==> src/rtl/alu_pkg.sv <==
// Shared ALU opcode encoding and datapath width.
// Used by the integer ALU and by the arbiter that time-shares it.
package alu_pkg;

    localparam int DATA_W = 32;

    typedef enum logic [3:0] {
        ALU_ADD  = 4'b0000,
        ALU_SLL  = 4'b0001,
        ALU_SLT  = 4'b0010,
        ALU_SLTU = 4'b0011,
        ALU_XOR  = 4'b0100,
        ALU_SRL  = 4'b0101,
        ALU_OR   = 4'b0110,
        ALU_AND  = 4'b0111,
        ALU_SUB  = 4'b1000,
        ALU_SRA  = 4'b1101
    } alu_op_t;

endpackage

==> src/rtl/alu_share_arb_rr_arbiter.sv <==
// Round-robin arbiter: combinational one-hot grant, priority starts one past ptr.
// ptr moves to the granted index only when adv is strobed, otherwise holds.
module rr_arbiter #(
    parameter int N  = 2,
    parameter int PW = (N > 1) ? $clog2(N) : 1
) (
    input  logic          clk,
    input  logic          rst_n,
    input  logic [N-1:0]  req,
    input  logic          adv,
    output logic [N-1:0]  grant,
    output logic [PW-1:0] grant_idx
);

    logic [PW-1:0] ptr_q;
    logic [PW-1:0] idx;

    // Walk from lowest to highest priority so the last hit wins.
    always_comb begin
        grant     = '0;
        grant_idx = '0;
        idx       = '0;
        for (int k = N; k >= 1; k--) begin
            idx = PW'((int'(ptr_q) + k) % N);
            if (req[idx]) begin
                grant      = '0;
                grant[idx] = 1'b1;
                grant_idx  = idx;
            end
        end
    end

    always_ff @(posedge clk or negedge rst_n) begin
        if (!rst_n) begin
            ptr_q <= '0;
        end else if (adv) begin
            ptr_q <= grant_idx;
        end
    end

endmodule

==> src/rtl/alu_share_arb.sv <==
// Time-shares one ALU among NUM_REQ requesters: accept -> issue reg -> response slot, result valid 2 cycles after accept.
// One outstanding op per requester; a held response blocks only its own requester.
module alu_share_arb
    import alu_pkg::*;
#(
    parameter int NUM_REQ = 2,
    parameter int TAG_W   = 4
) (
    input  logic                              clk,
    input  logic                              rst_n,
    input  logic [NUM_REQ-1:0]                req_valid,
    output logic [NUM_REQ-1:0]                req_ready,
    input  logic [NUM_REQ-1:0][DATA_W-1:0]    req_a,
    input  logic [NUM_REQ-1:0][DATA_W-1:0]    req_b,
    input  logic [NUM_REQ-1:0][3:0]           req_op,
    input  logic [NUM_REQ-1:0][TAG_W-1:0]     req_tag,
    output logic [NUM_REQ-1:0]                resp_valid,
    input  logic [NUM_REQ-1:0]                resp_ready,
    output logic [NUM_REQ-1:0][DATA_W-1:0]    resp_result,
    output logic [NUM_REQ-1:0]                resp_zero,
    output logic [NUM_REQ-1:0][TAG_W-1:0]     resp_tag,
    output logic [DATA_W-1:0]                 alu_a,
    output logic [DATA_W-1:0]                 alu_b,
    output logic [3:0]                        alu_op,
    input  logic [DATA_W-1:0]                 alu_result,
    input  logic                              alu_zero
);

    localparam int IW = (NUM_REQ > 1) ? $clog2(NUM_REQ) : 1;

    logic [NUM_REQ-1:0] grant, accept_vec, resp_hs, issue_oh;
    logic [IW-1:0]      grant_idx;
    logic               accept;

    logic                           iss_vld_q;
    logic [IW-1:0]                  iss_idx_q;
    logic [TAG_W-1:0]               iss_tag_q;
    logic [DATA_W-1:0]              alu_a_q, alu_b_q;
    alu_op_t                        alu_op_q;
    logic [NUM_REQ-1:0]             busy_q, busy_d;
    logic [NUM_REQ-1:0]             resp_vld_q, resp_vld_d;
    logic [NUM_REQ-1:0][DATA_W-1:0] resp_res_q;
    logic [NUM_REQ-1:0]             resp_zero_q;
    logic [NUM_REQ-1:0][TAG_W-1:0]  resp_tag_q;

    rr_arbiter #(.N(NUM_REQ), .PW(IW)) u_arb (
        .clk       (clk),
        .rst_n     (rst_n),
        .req       (req_valid & ~busy_q),
        .adv       (accept),
        .grant     (grant),
        .grant_idx (grant_idx)
    );

    assign req_ready  = grant & ~busy_q;
    assign accept_vec = req_valid & req_ready;
    assign accept     = |accept_vec;
    assign resp_hs    = resp_vld_q & resp_ready;

    always_comb begin
        issue_oh = '0;
        if (iss_vld_q) issue_oh[iss_idx_q] = 1'b1;
    end

    // busy covers the whole accept-to-handshake window, so the slot is free at write time.
    assign busy_d     = (busy_q & ~resp_hs) | accept_vec;
    assign resp_vld_d = (resp_vld_q & ~resp_hs) | issue_oh;

    always_ff @(posedge clk or negedge rst_n) begin
        if (!rst_n) begin
            iss_vld_q   <= 1'b0;
            iss_idx_q   <= '0;
            iss_tag_q   <= '0;
            alu_a_q     <= '0;
            alu_b_q     <= '0;
            alu_op_q    <= ALU_ADD;
            busy_q      <= '0;
            resp_vld_q  <= '0;
            resp_res_q  <= '0;
            resp_zero_q <= '0;
            resp_tag_q  <= '0;
        end else begin
            iss_vld_q  <= accept;
            busy_q     <= busy_d;
            resp_vld_q <= resp_vld_d;
            if (accept) begin
                iss_idx_q <= grant_idx;
                iss_tag_q <= req_tag[grant_idx];
                alu_a_q   <= req_a[grant_idx];
                alu_b_q   <= req_b[grant_idx];
                alu_op_q  <= alu_op_t'(req_op[grant_idx]);
            end
            if (iss_vld_q) begin
                resp_res_q[iss_idx_q]  <= alu_result;
                resp_zero_q[iss_idx_q] <= alu_zero;
                resp_tag_q[iss_idx_q]  <= iss_tag_q;
            end
        end
    end

    assign alu_a       = alu_a_q;
    assign alu_b       = alu_b_q;
    assign alu_op      = alu_op_q;
    assign resp_valid  = resp_vld_q;
    assign resp_result = resp_res_q;
    assign resp_zero   = resp_zero_q;
    assign resp_tag    = resp_tag_q;

endmodule
==> config.mk <==
export PLATFORM = sky130hd
export DESIGN_NAME = alu_share_arb
export DESIGN_NICKNAME = d
export VERILOG_FILES = /design/src/rtl/alu_pkg.sv /design/src/rtl/alu_share_arb_rr_arbiter.sv /design/src/rtl/alu_share_arb.sv
export SDC_FILE = /design/constraint.sdc
export NUM_CORES = 1
export LEC_CHECK = 0
export CORE_MARGIN = 2
export CORE_UTILIZATION = 43
export CTS_BUF_LIST = sky130_fd_sc_hd__clkbuf_8
export CTS_CLUSTER_DIAMETER = 100
export DETAILED_ROUTE_END_ITERATION = 6
export MAX_ROUTING_LAYER = met4
export PLACE_DENSITY = 0.94
export RECOVER_POWER = 100
export SLEW_MARGIN = 10
export SYNTH_ARGS = -nofsm -noshare
export SYNTH_HDL_FRONTEND = slang
export SYNTH_HIERARCHICAL = 1
export SYNTH_SLANG_ARGS = --single-unit
==> constraint.sdc <==
create_clock -name clk -period 2.6 [get_ports clk]
set_clock_uncertainty 0.2 [all_clocks]
set_input_delay 0.39 -clock clk [delete_from_list [all_inputs] [get_ports clk]]
set_output_delay 0.39 -clock clk [all_outputs]
set_load 0.02 [all_outputs]
==> metrics, run 1 <==
Syn Nets=~600; top fanout value on the critical path=10; Max-cap violations=0; DP Worst Slack=-0.0834 ns; Static Leak=4.70 nW; CP delay by family, top=compound AO/OA/AOI/OAI gates; relative area change from synthesis to final layout=50.0%; layout cell share with drive strength beyond 1=28.0%; sink count of the clock tree=about 150; worst voltage drop across the vdd grid=0.000574 V; clock root cell=sky130_fd_sc_hd__clkbuf_8; most used standard cell by instance count after synthesis=sky130_fd_sc_hd__dfrtp_1; io pins=between 300 and 400; unrepaired setup endpoints after global routing=false; Die Area=18000 µm²; ratio of final minimum period to clock period=95.1%; Total Routing Usage GR=22.2%; post-CTS setup-driven buffer insertion count=0; post-CTS clock slew at the launch and capture registers of the worst setup and hold paths=roughly 0.090 ns; total negative slack for setup checks=0 ns; H-tree depth=4; TritonCTS buffer count=17; # DRC=0; via count normalized by instance count=4.83; buffers plus inverters on the worst setup path=2; width of the die=roughly 130 µm; die height=134 µm; maximum count of clock buffers along a single path=2; Core Region=16600 µm²; startpoint-to-endpoint class of the critical path=reg2reg; wire length per cell after detailed routing=19.1 µm; clock tree from TritonCTS=done; data required time at the worst endpoint=2.72 ns; number of max-slew violations in the final report=0; highest-delay cell along the critical path=sky130_fd_sc_hd__dfrtp_2; number of setup violations in the final report=0; Synth top area share=52.6%; number of endpoints with negative hold slack in the final report=0; violation count after the first detailed-routing iteration=100; placer's final routability congestion estimate=0.862; number of global-route vias before repair=approximately 5300; share of flip-flops with an asynchronous set or reset after synthesis=100%; number of cell rows=47; sum of overflow across all layers after global routing=0; Ant. Diodes=0; wire length of the first global-routing pass=29400 µm; cells along the critical path=nor2b_1 > a21boi_0 > nand2_1 > o22ai_1 > buf_12 > buf_4 > mux2_1; synthesized area per cell=17.4 µm²; post-route worst hold slack=0.284 ns; total power after layout=11.7 mW; detailed-route via count=4811; clock latency at the later pin of the worst-skew pair=between 0.4 and 0.5 ns; Initial Util=a little over two fifths; Cell Area, Synth=around 7300 µm²; Final ANT Viol Nets=0; number of warnings reported in the yosys synthesis log=6; element type at the critical path start=register; post-layout worst setup margin=approximately 0.13 ns; Final Routed Wirelength=19000 µm; remaining max-slew budget at the tightest pin=19.1%; ranking of synthesized cells by instance count=153 x sky130_fd_sc_hd__dfrtp_1, 139 x sky130_fd_sc_hd__mux2_4, 81 x sky130_fd_sc_hd__mux2_2; Detail Placement HPWL=14700 µm; first-pass iteration count of the detailed router=4; number of antenna violations at the first check in global routing=0; cell count after synthesis=419; delay of the slowest critical-path stage=0.45 ns; maximum operating frequency=~400 MHz; Placed Area=10800 µm²; number of flops mapped to enable cells by yosys=0; Area contributors post-synth=sky130_fd_sc_hd__dfrtp_1 53%, sky130_fd_sc_hd__mux2_4 29%, sky130_fd_sc_hd__mux2_2 13%, sky130_fd_sc_hd__buf_12 2.2%, sky130_fd_sc_hd__buf_8 1.0%; final cell area excluding filler cells=10900 µm²; run status=completed; areal power density over the cells=1070 nW/µm²; final net count=around 950; element type at the critical path end=register; final period demand of the worst path=2.47 ns; prevailing post-synth register cell=sky130_fd_sc_hd__dfrtp_1; post-synthesis sequential element count=153; cell taking the most area after synthesis=sky130_fd_sc_hd__dfrtp_1; post-synth cell types=18; maximum number of pins on one net before global-route repair=67; slew at the pin closest to its max-slew limit=1.21 ns; fraction of the yosys area taken by sequential cells=52.6%; count of input and output buffers=328; arrival time worst endpoint=approximately 2.6 ns; HP Class=reg2reg
## layer usage
| metal | part of all wire [%] | global-route usage [%] | routed length (µm) |
|---|---|---|---|
| met1 | 39 | 24.7 | 7370 |
| met2 | 54 | 39.5 | 10300 |
| met3 | 5.4 | 5.18 | 1040 |
| met4 | 1.9 | 6.96 | 362 |
| met5 | 0 | - | 0 |
## flip-flops by register name, indices dropped and copies added, names as in the netlist
name / flops
resp_result: 64
resp_valid: 2
iss_idx_q: 1
iss_tag_q: 4
alu_a: 32
u_arb/ptr_q: 1
resp_tag: 8
resp_zero: 2
alu_b: 32
iss_vld_q: 1
busy_q: 2
alu_op: 4
## stage by stage
stage	util (%)	instances
CTS	67.6	996
global placement	65.3	964
floorplan	-	419
finish	65.8	996
detailed placement	65.3	964
global route	65.8	996
## report_power, final
part / internal [mW] / leakage, nW / total [mW] / switching, mW
sequential: 3.57 / 1.82 / 4.19 / 0.621
clock: 0.795 / 0.181 / 1.66 / 0.869
combinational: 3.03 / 2.69 / 5.85 / 2.82
total: 7.40 / 4.70 / 11.7 / 4.31
## worst paths after layout
| path | startpoint | to | slack (ns) | cells after the start |
|---|---|---|---|---|
| max in group asynchronous | rst_n | resp_result[2] | 0.33 | 3 |
| worst min register to register | alu_a[11] | alu_a[11] | 0.28 | 1 |
| worst max register to register | busy_q[0] | alu_a[13] | 0.13 | 7 |
| worst max-delay path | busy_q[0] | alu_a[13] | 0.13 | 7 |
| min in group asynchronous | rst_n | alu_a[19] | 0.53 | 2 |
| worst min-delay path | alu_a[11] | alu_a[11] | 0.28 | 1 |
## kinds of logic (layout without fill, tap and decap cells)
logic type	Yosys count	after routing	synth area share [%]
AO/OA/AOI/OAI	8	8	0.826
buffers and inverters	28	385	4.63
flip-flops	153	153	52.6
multiplexers	220	220	41.2
AND/OR/NAND/NOR	10	10	0.688
## repair_timing
item / 4_1_cts / 5_1_grt
endpoints found under the hold margin: 45 / 0
hold buffers: 1 / 0
endpoints found under the setup margin: 2 / 0
resized for setup: 3 / 0
## cell type report
type,instances,area [µm²]
Clock buffer,19,262
Clock inverter,12,101
Fill cell,1272,5670
Inverter,3,11.3
Multi-Input combinational cell,238,2910
Sequential cell,153,3830
Tap cell,220,275
Timing Repair Buffer,351,3520
## layout by cell type (no fill, tap or decap), drive strengths merged, types with 2 or more instances in the layout
cell type and instances:
clkinv 5, nor2b 5, mux2 220, nand2 5
dlygate4sd2 2, dfrtp 153, buf 17, o21ai 2
clkinvlp 4, dlygate4sd3 145, clkbuf 25, clkdlybuf4s50 181
inv 5, a21boi 2
Note: power is estimated with default switching activity, not from simulation.
==> run 2: changes to the inputs <==
--- a/config.mk
+++ b/config.mk
@@ -6,12 +6,11 @@
 export NUM_CORES = 1
 export LEC_CHECK = 0
 export CORE_MARGIN = 2
-export CORE_UTILIZATION = 43
-export CTS_BUF_LIST = sky130_fd_sc_hd__clkbuf_8
+export CORE_UTILIZATION = 42
 export CTS_CLUSTER_DIAMETER = 100
 export DETAILED_ROUTE_END_ITERATION = 6
 export MAX_ROUTING_LAYER = met4
-export PLACE_DENSITY = 0.94
+export PLACE_DENSITY = 0.93
 export RECOVER_POWER = 100
 export SLEW_MARGIN = 10
 export SYNTH_ARGS = -nofsm -noshare
==> metrics, run 2 (same netlist as run 1, synthesis figures left out) <==
sum of overflow across all layers after global routing=0 (unchanged); number of antenna violations at the first check in global routing=2 (was 0); instance count after placement with tap cells included=972 (was 964); cells along the critical path=clkdlybuf4s50_1 > nor2b_1 > a21boi_0 > nand2_1 > o22ai_1 > buf_12 > buf_12 > mux2_1 (was nor2b_1 > a21boi_0 > nand2_1 > o22ai_1 > buf_12 > buf_4 > mux2_1); clock tree from TritonCTS=done (unchanged); element type at the critical path start=input port (was register); switch share=36.0% (was 36.8%); TritonCTS buffer count=17 (unchanged); maximum count of clock buffers along a single path=2 (unchanged); unrepaired setup endpoints after global routing=false (unchanged); width of the die=136 µm (was 134 µm); part of the power in combinational logic=47.1% (was 50.0%); maximum operating frequency=411 MHz (was 404 MHz); data required time at the worst endpoint=2.69 ns (was 2.72 ns); final cell utilization of the core=65.1% (was 65.8%); DP Worst Slack=-0.0656 ns (was -0.0834 ns); flip-flop count of the largest register, all copies and words added=64 (unchanged); sequential share of power=34.0% (was 35.8%); clock root cell=sky130_fd_sc_hd__clkbuf_16 (was sky130_fd_sc_hd__clkbuf_8); H-tree depth=4 (unchanged); areal power density over the cells=1110 nW/µm² (was 1070 nW/µm²); final net count=950 (was 947); placer's final routability congestion estimate=0.783 (was 0.862); worst voltage drop across the vdd grid=0.000713 V (was 0.000574 V); post-CTS clock slew at the launch and capture registers of the worst setup and hold paths=0.06 ns (was 0.09 ns); final period demand of the worst path=2.44 ns (was 2.47 ns); part of the power in the clock network=18.9% (was 14.2%); Core Region=17100 µm² (was 16600 µm²); detailed-route wire length on metal 1=7080 µm (was 7370 µm); post-layout worst setup margin=0.165 ns (was 0.126 ns); Highest Signal Layer=met4 (unchanged); ratio of final minimum period to clock period=93.7% (was 95.1%); wire length of the first global-routing pass=28500 µm (was 29400 µm); HP Class=reg2reg (unchanged); # DRC=0 (unchanged); arrival time worst endpoint=2.53 ns (was 2.60 ns); net switching power=4.46 mW (was 4.31 mW); wire length per cell after detailed routing=18.6 µm (was 19.1 µm); first-pass iteration count of the detailed router=4 (unchanged); most frequent standard cell in the layout excluding fill and tap cells=sky130_fd_sc_hd__clkdlybuf4s50_1 (unchanged); post-CTS setup-driven buffer insertion count=0 (unchanged); most frequent cells in the layout=181 x sky130_fd_sc_hd__clkdlybuf4s50_1, 153 x sky130_fd_sc_hd__dfrtp_1, 145 x sky130_fd_sc_hd__dlygate4sd3_1, 81 x sky130_fd_sc_hd__mux2_2, 78 x sky130_fd_sc_hd__mux2_4 (was 181 x sky130_fd_sc_hd__clkdlybuf4s50_1, 152 x sky130_fd_sc_hd__dfrtp_1, 145 x sky130_fd_sc_hd__dlygate4sd3_1, 82 x sky130_fd_sc_hd__mux2_4, 81 x sky130_fd_sc_hd__mux2_2); via count normalized by instance count=4.75 (was 4.83); detailed-route via count=4785 (was 4811); number of max-slew violations in the final report=0 (unchanged); Die Area=18400 µm² (was 18000 µm²); Max-cap violations=0 (unchanged); sink count of the clock tree=153 (unchanged); met2 wire length=10100 µm (was 10300 µm); post-route worst hold slack=0.278 ns (was 0.284 ns); relative area change from synthesis to final layout=53.3% (was 50.0%); count of input and output buffers=328 (unchanged); number of endpoints with negative hold slack in the final report=0 (unchanged); Internal=7.93 mW (was 7.40 mW); number of global-route vias before repair=5188 (was 5289); maximum number of pins on one net before global-route repair=48 (was 67); Final Routed Wirelength=18700 µm (was 19000 µm); number of filler cells placed in the layout=1287 (was 1272); Final ANT Viol Nets=0 (unchanged); startpoint-to-endpoint class of the critical path=in2reg (was reg2reg); number of cell rows=48 (was 47); number of setup violations in the final report=0 (unchanged); Total Routing Usage GR=21.2% (was 22.2%); run status=completed (unchanged); delay of the slowest critical-path stage=0.48 ns (was 0.45 ns); clock latency at the later pin of the worst-skew pair=0.41 ns (was 0.44 ns); highest-delay cell along the critical path=sky130_fd_sc_hd__clkdlybuf4s50_1 (was sky130_fd_sc_hd__dfrtp_2); post-route non-filler standard cell count=1007 (was 996); violation count after the first detailed-routing iteration=136 (was 100); Met3 Wirelength=1180 µm (was 1040 µm); top fanout value on the critical path=10 (unchanged); remaining max-slew budget at the tightest pin=16.2% (was 19.1%); element type at the critical path end=register (unchanged); layout cell share with drive strength beyond 1=27.9% (was 28.0%); die height=136 µm (was 134 µm); Detail Placement HPWL=14500 µm (was 14700 µm); io pins=329 (unchanged); Initial Util=42.5% (was 43.9%); slew at the pin closest to its max-slew limit=1.25 ns (was 1.21 ns); cell type with the highest occurrence count on the critical path=sky130_fd_sc_hd__buf_12; Static Leak=4.81 nW (was 4.70 nW)
run 2: cell types whose count changed in the layout (fill, tap and decap cells not counted), sizes merged:
cell / delta
buf: +5
diode: +2
bufinv: -1
clkinvlp: -1
inv: +1
run 2: final cells by class:
| type | instances | area [µm²] | area share (%) |
|---|---|---|---|
| sequential | 153 | 3830 | 34.3 |
| timing repair buffer | 354 | 3580 | 32.1 |
| multi-input combinational | 238 | 2870 | 25.8 |
| clock buffer | 21 | 480 | 4.31 |
| tap | 225 | 282 | 2.52 |
| clock inverter | 11 | 87.6 | 0.786 |
| inverter | 3 | 11.3 | 0.101 |
| antenna | 2 | 5.00 | 0.0449 |
run 2: through the flow:
stage | setup TNS (ns) | total power, mW | cell area, µm²
finish | 0 | 12.4 | 11100
global route | 0 | 13.0 | 11100
CTS | 0 | 13.5 | 11400
detailed placement | -1.43 | 11.1 | 10900
global placement | -0.279 | 10.9 | 10900
floorplan | 0 | 7.87 | 7270
run 2: power by group through the flow:
stage | registers [mW] | clock network (mW) | logic, mW
2_1_floorplan | 5.62 | 0 | 2.26
3_3_place_gp | 4.27 | 0 | 6.65
3_5_place_dp | 4.34 | 0 | 6.78
4_1_cts | 4.33 | 2.40 | 6.80
5_1_grt | 4.37 | 2.50 | 6.14
6_report | 4.21 | 2.34 | 5.84
run 2: worst paths after layout:
kind	startpoint	to	slack [ns]	cells past startpoint
min in group asynchronous	rst_n	alu_a[11]	0.55	2
max in group asynchronous	rst_n	resp_tag[7]	0.36	3
max reg2reg	busy_q[0]	alu_a[14]	0.20	7
max	req_valid[0]	alu_a[14]	0.16	8
min reg2reg	alu_a[20]	alu_a[20]	0.28	1
min	alu_a[20]	alu_a[20]	0.28	1
run 2: critical path, delay by kind of cell:
| kind | cells | cell delay (ns) |
|---|---|---|
| buffers and inverters | 3 | 0.85 |
| muxes | 1 | 0.33 |
| and+or+nand+nor | 2 | 0.28 |
| AOI/OAI and AO/OA | 2 | 0.67 |
run 2: routing by layer:
metal	track usage [%]	vias up
met5	-	-
met4	7.00	0
met2	37.3	172
met1	23.3	2376
met3	5.80	32
li1	-	2205
run 2: repair_timing:
| action | in CTS | in global routing |
|---|---|---|
| hold buffers | 1 | 0 |
| setup endpoints to repair | 2 | 0 |
| resized for setup | 2 | 0 |
| endpoints found under the hold margin | 41 | 0 |
==> run 3: changes to the inputs <==
--- a/config.mk
+++ b/config.mk
@@ -12,6 +12,8 @@
 export MAX_ROUTING_LAYER = met4
 export PLACE_DENSITY = 0.93
 export RECOVER_POWER = 100
+export SETUP_SLACK_MARGIN = 0.2
+export SKIP_LAST_GASP = 1
 export SLEW_MARGIN = 10
 export SYNTH_ARGS = -nofsm -noshare
 export SYNTH_HDL_FRONTEND = slang
==> metrics, run 3 (same netlist as run 1, synthesis figures left out) <==
placer's final routability congestion estimate=0.783 (unchanged); number of setup violations in the final report=0 (unchanged); clock tree from TritonCTS=done (unchanged); sequential share of power=33.9% (was 34.0%); maximum count of clock buffers along a single path=2 (unchanged); H-tree depth=4 (unchanged); count of input and output buffers=328 (unchanged); # DRC=0 (unchanged); violation count after the first detailed-routing iteration=143 (was 136); number of max-slew violations in the final report=0 (unchanged); arrival time worst endpoint=1.74 ns (was 2.53 ns); capture endpoint of the worst hold path=alu_b[22] (was alu_a[20]); total power after layout=12.5 mW (was 12.4 mW); startpoint-to-endpoint class of the critical path=in2out (was in2reg); part of the power in combinational logic=47.3% (was 47.1%); instance count after placement with tap cells included=972 (unchanged); Detail Placement HPWL=14500 µm (unchanged); top fanout value on the critical path=2 (was 10); worst voltage drop across the vdd grid=0.000717 V (was 0.000713 V); most frequent cells in the layout=181 x sky130_fd_sc_hd__clkdlybuf4s50_1, 152 x sky130_fd_sc_hd__dfrtp_1, 145 x sky130_fd_sc_hd__dlygate4sd3_1, 81 x sky130_fd_sc_hd__mux2_2, 80 x sky130_fd_sc_hd__mux2_4 (was 181 x sky130_fd_sc_hd__clkdlybuf4s50_1, 153 x sky130_fd_sc_hd__dfrtp_1, 145 x sky130_fd_sc_hd__dlygate4sd3_1, 81 x sky130_fd_sc_hd__mux2_2, 78 x sky130_fd_sc_hd__mux2_4); element type at the critical path end=primary output (was register); areal power density over the cells=1120 nW/µm² (was 1110 nW/µm²); DP Worst Slack=-0.0656 ns (unchanged); ratio of final minimum period to clock period=89.6% (was 93.7%); final period demand of the worst path=2.33 ns (was 2.44 ns); post-layout worst setup margin=0.270 ns (was 0.165 ns); final cell area excluding filler cells=11200 µm² (was 11100 µm²); layout cell share with drive strength beyond 1=28.5% (was 27.9%); switch share=35.9% (was 36.0%); Reg2Reg Launch Point=iss_idx_q (was busy_q[0]); most frequent standard cell in the layout excluding fill and tap cells=sky130_fd_sc_hd__clkdlybuf4s50_1 (unchanged); beginning of the worst hold path=alu_b[22] (was alu_a[20]); run status=completed (unchanged); slew at the pin closest to its max-slew limit=1.16 ns (was 1.25 ns); Met3 Wirelength=1180 µm (about the same); number of cell rows=48 (unchanged); number of endpoints with negative hold slack in the final report=0 (unchanged); flip-flop count of the largest register, all copies and words added=64 (unchanged); first-pass iteration count of the detailed router=4 (unchanged); unrepaired setup endpoints after global routing=false (unchanged); clock root cell=sky130_fd_sc_hd__clkbuf_16 (unchanged); final net count=950 (unchanged); post-CTS clock slew at the launch and capture registers of the worst setup and hold paths=0.06 ns (about the same); maximum number of pins on one net before global-route repair=48 (unchanged); register-to-register path setup slack=0.29 ns (was 0.20 ns); wire length per cell after detailed routing=18.6 µm (about the same); relative area change from synthesis to final layout=53.5% (was 53.3%); Placed Area=10900 µm² (unchanged); remaining max-slew budget at the tightest pin=22.4% (was 16.2%); number of global-route vias before repair=5188 (unchanged); die height=136 µm (unchanged); post-route non-filler standard cell count=1007 (unchanged); detailed-route via count=4786 (was 4785); met2 wire length=10100 µm (about the same); Final Routed Wirelength=18700 µm (about the same); Die Area=18400 µm² (unchanged); post-CTS setup-driven buffer insertion count=0 (unchanged); part of the power in the clock network=18.8% (was 18.9%); net switching power=4.48 mW (was 4.46 mW); sink count of the clock tree=153 (unchanged); Max-cap violations=0 (unchanged); final cell utilization of the core=65.2% (was 65.1%); Total Routing Usage GR=21.2% (unchanged); sum of overflow across all layers after global routing=0 (unchanged); clock latency at the later pin of the worst-skew pair=0.41 ns (about the same); capture instance of the worst register-to-register path=resp_result[63] (was alu_a[14]); Internal=7.98 mW (was 7.93 mW); number of cells on the worst hold path=1 (unchanged); io pins=329 (unchanged); maximum operating frequency=429 MHz (was 411 MHz); data required time at the worst endpoint=2.01 ns (was 2.69 ns); TritonCTS buffer count=17 (unchanged); Static Leak=4.80 nW (was 4.81 nW); Core Region=17100 µm² (unchanged); Highest Signal Layer=met4 (unchanged); HP Class=reg2reg (unchanged); wire length of the first global-routing pass=28500 µm (unchanged); Final ANT Viol Nets=0 (unchanged); Initial Util=42.5% (unchanged); number of antenna violations at the first check in global routing=2 (unchanged); via count normalized by instance count=4.75 (about the same); depth of the worst register-to-register path=3 (was 7); width of the die=136 µm (unchanged); detailed-route wire length on metal 1=7080 µm (about the same); element type at the critical path start=input port (unchanged)
## run 3: power by group through the flow
| stage | combinational (mW) | sequential [mW] | clock [mW] |
|---|---|---|---|
| floorplan | 2.26 | 5.62 | 0 |
| global placement | 6.65 | 4.27 | 0 |
| detailed placement | 6.78 | 4.34 | 0 |
| CTS | 6.80 | 4.33 | 2.40 |
| global route | 6.18 | 4.39 | 2.50 |
| finish | 5.89 | 4.23 | 2.34 |
## run 3: worst max-delay path: stages
cell and delay, ns:
sky130_fd_sc_hd__clkdlybuf4s50_1 0.48, sky130_fd_sc_hd__nor2b_1 0.17, sky130_fd_sc_hd__a21boi_0 0.24, sky130_fd_sc_hd__nor2b_1 0.16, sky130_fd_sc_hd__clkdlybuf4s15_1 0.31
## run 3: repair_timing
item	CTS	global route
hold buffers	1	0
gates resized for setup	2	5
endpoints found under the hold margin	41	0
setup endpoints to repair	2	2
## run 3: area by class of cell
cell class / count / area, µm²
Clock inverter: 11 / 87.6
Antenna cell: 2 / 5.00
Fill cell: 1289 / 5950
Tap cell: 225 / 282
Multi-Input combinational cell: 238 / 2910
Sequential cell: 153 / 3830
Timing Repair Buffer: 354 / 3560
Inverter: 3 / 11.3
Clock buffer: 21 / 480
## run 3: metal layers
metal / global-route usage (%) / up-vias
met5: - / -
met1: 23.3 / 2375
li1: - / 2207
met2: 37.3 / 172
met3: 5.80 / 32
met4: 7.00 / 0
## run 3: metrics by stage
stage	hold slack (ns)	TNS, ns
after global routing	0.301	0
after global placement	0.151	-0.279
final	0.282	0
after CTS	0.263	0
after detailed placement	0.146	-1.43
after floorplan	-0.106	0
## run 3: how the worst max path moves through the flow
| stage | endpoint | depth (start not counted) | slack (ns) | from |
|---|---|---|---|---|
| 2_1_floorplan | alu_b[0] | 8 | 0.58 | busy_q[1] |
| 3_3_place_gp | alu_a[31] | 7 | -0.02 | req_valid[0] |
| 3_5_place_dp | req_ready[1] | 6 | -0.07 | req_valid[0] |
| 4_1_cts | req_ready[1] | 5 | 0.18 | busy_q[0] |
| 5_1_grt | req_ready[0] | 4 | 0.16 | busy_q[0] |
| 6_report | req_ready[0] | 5 | 0.27 | req_valid[0] |
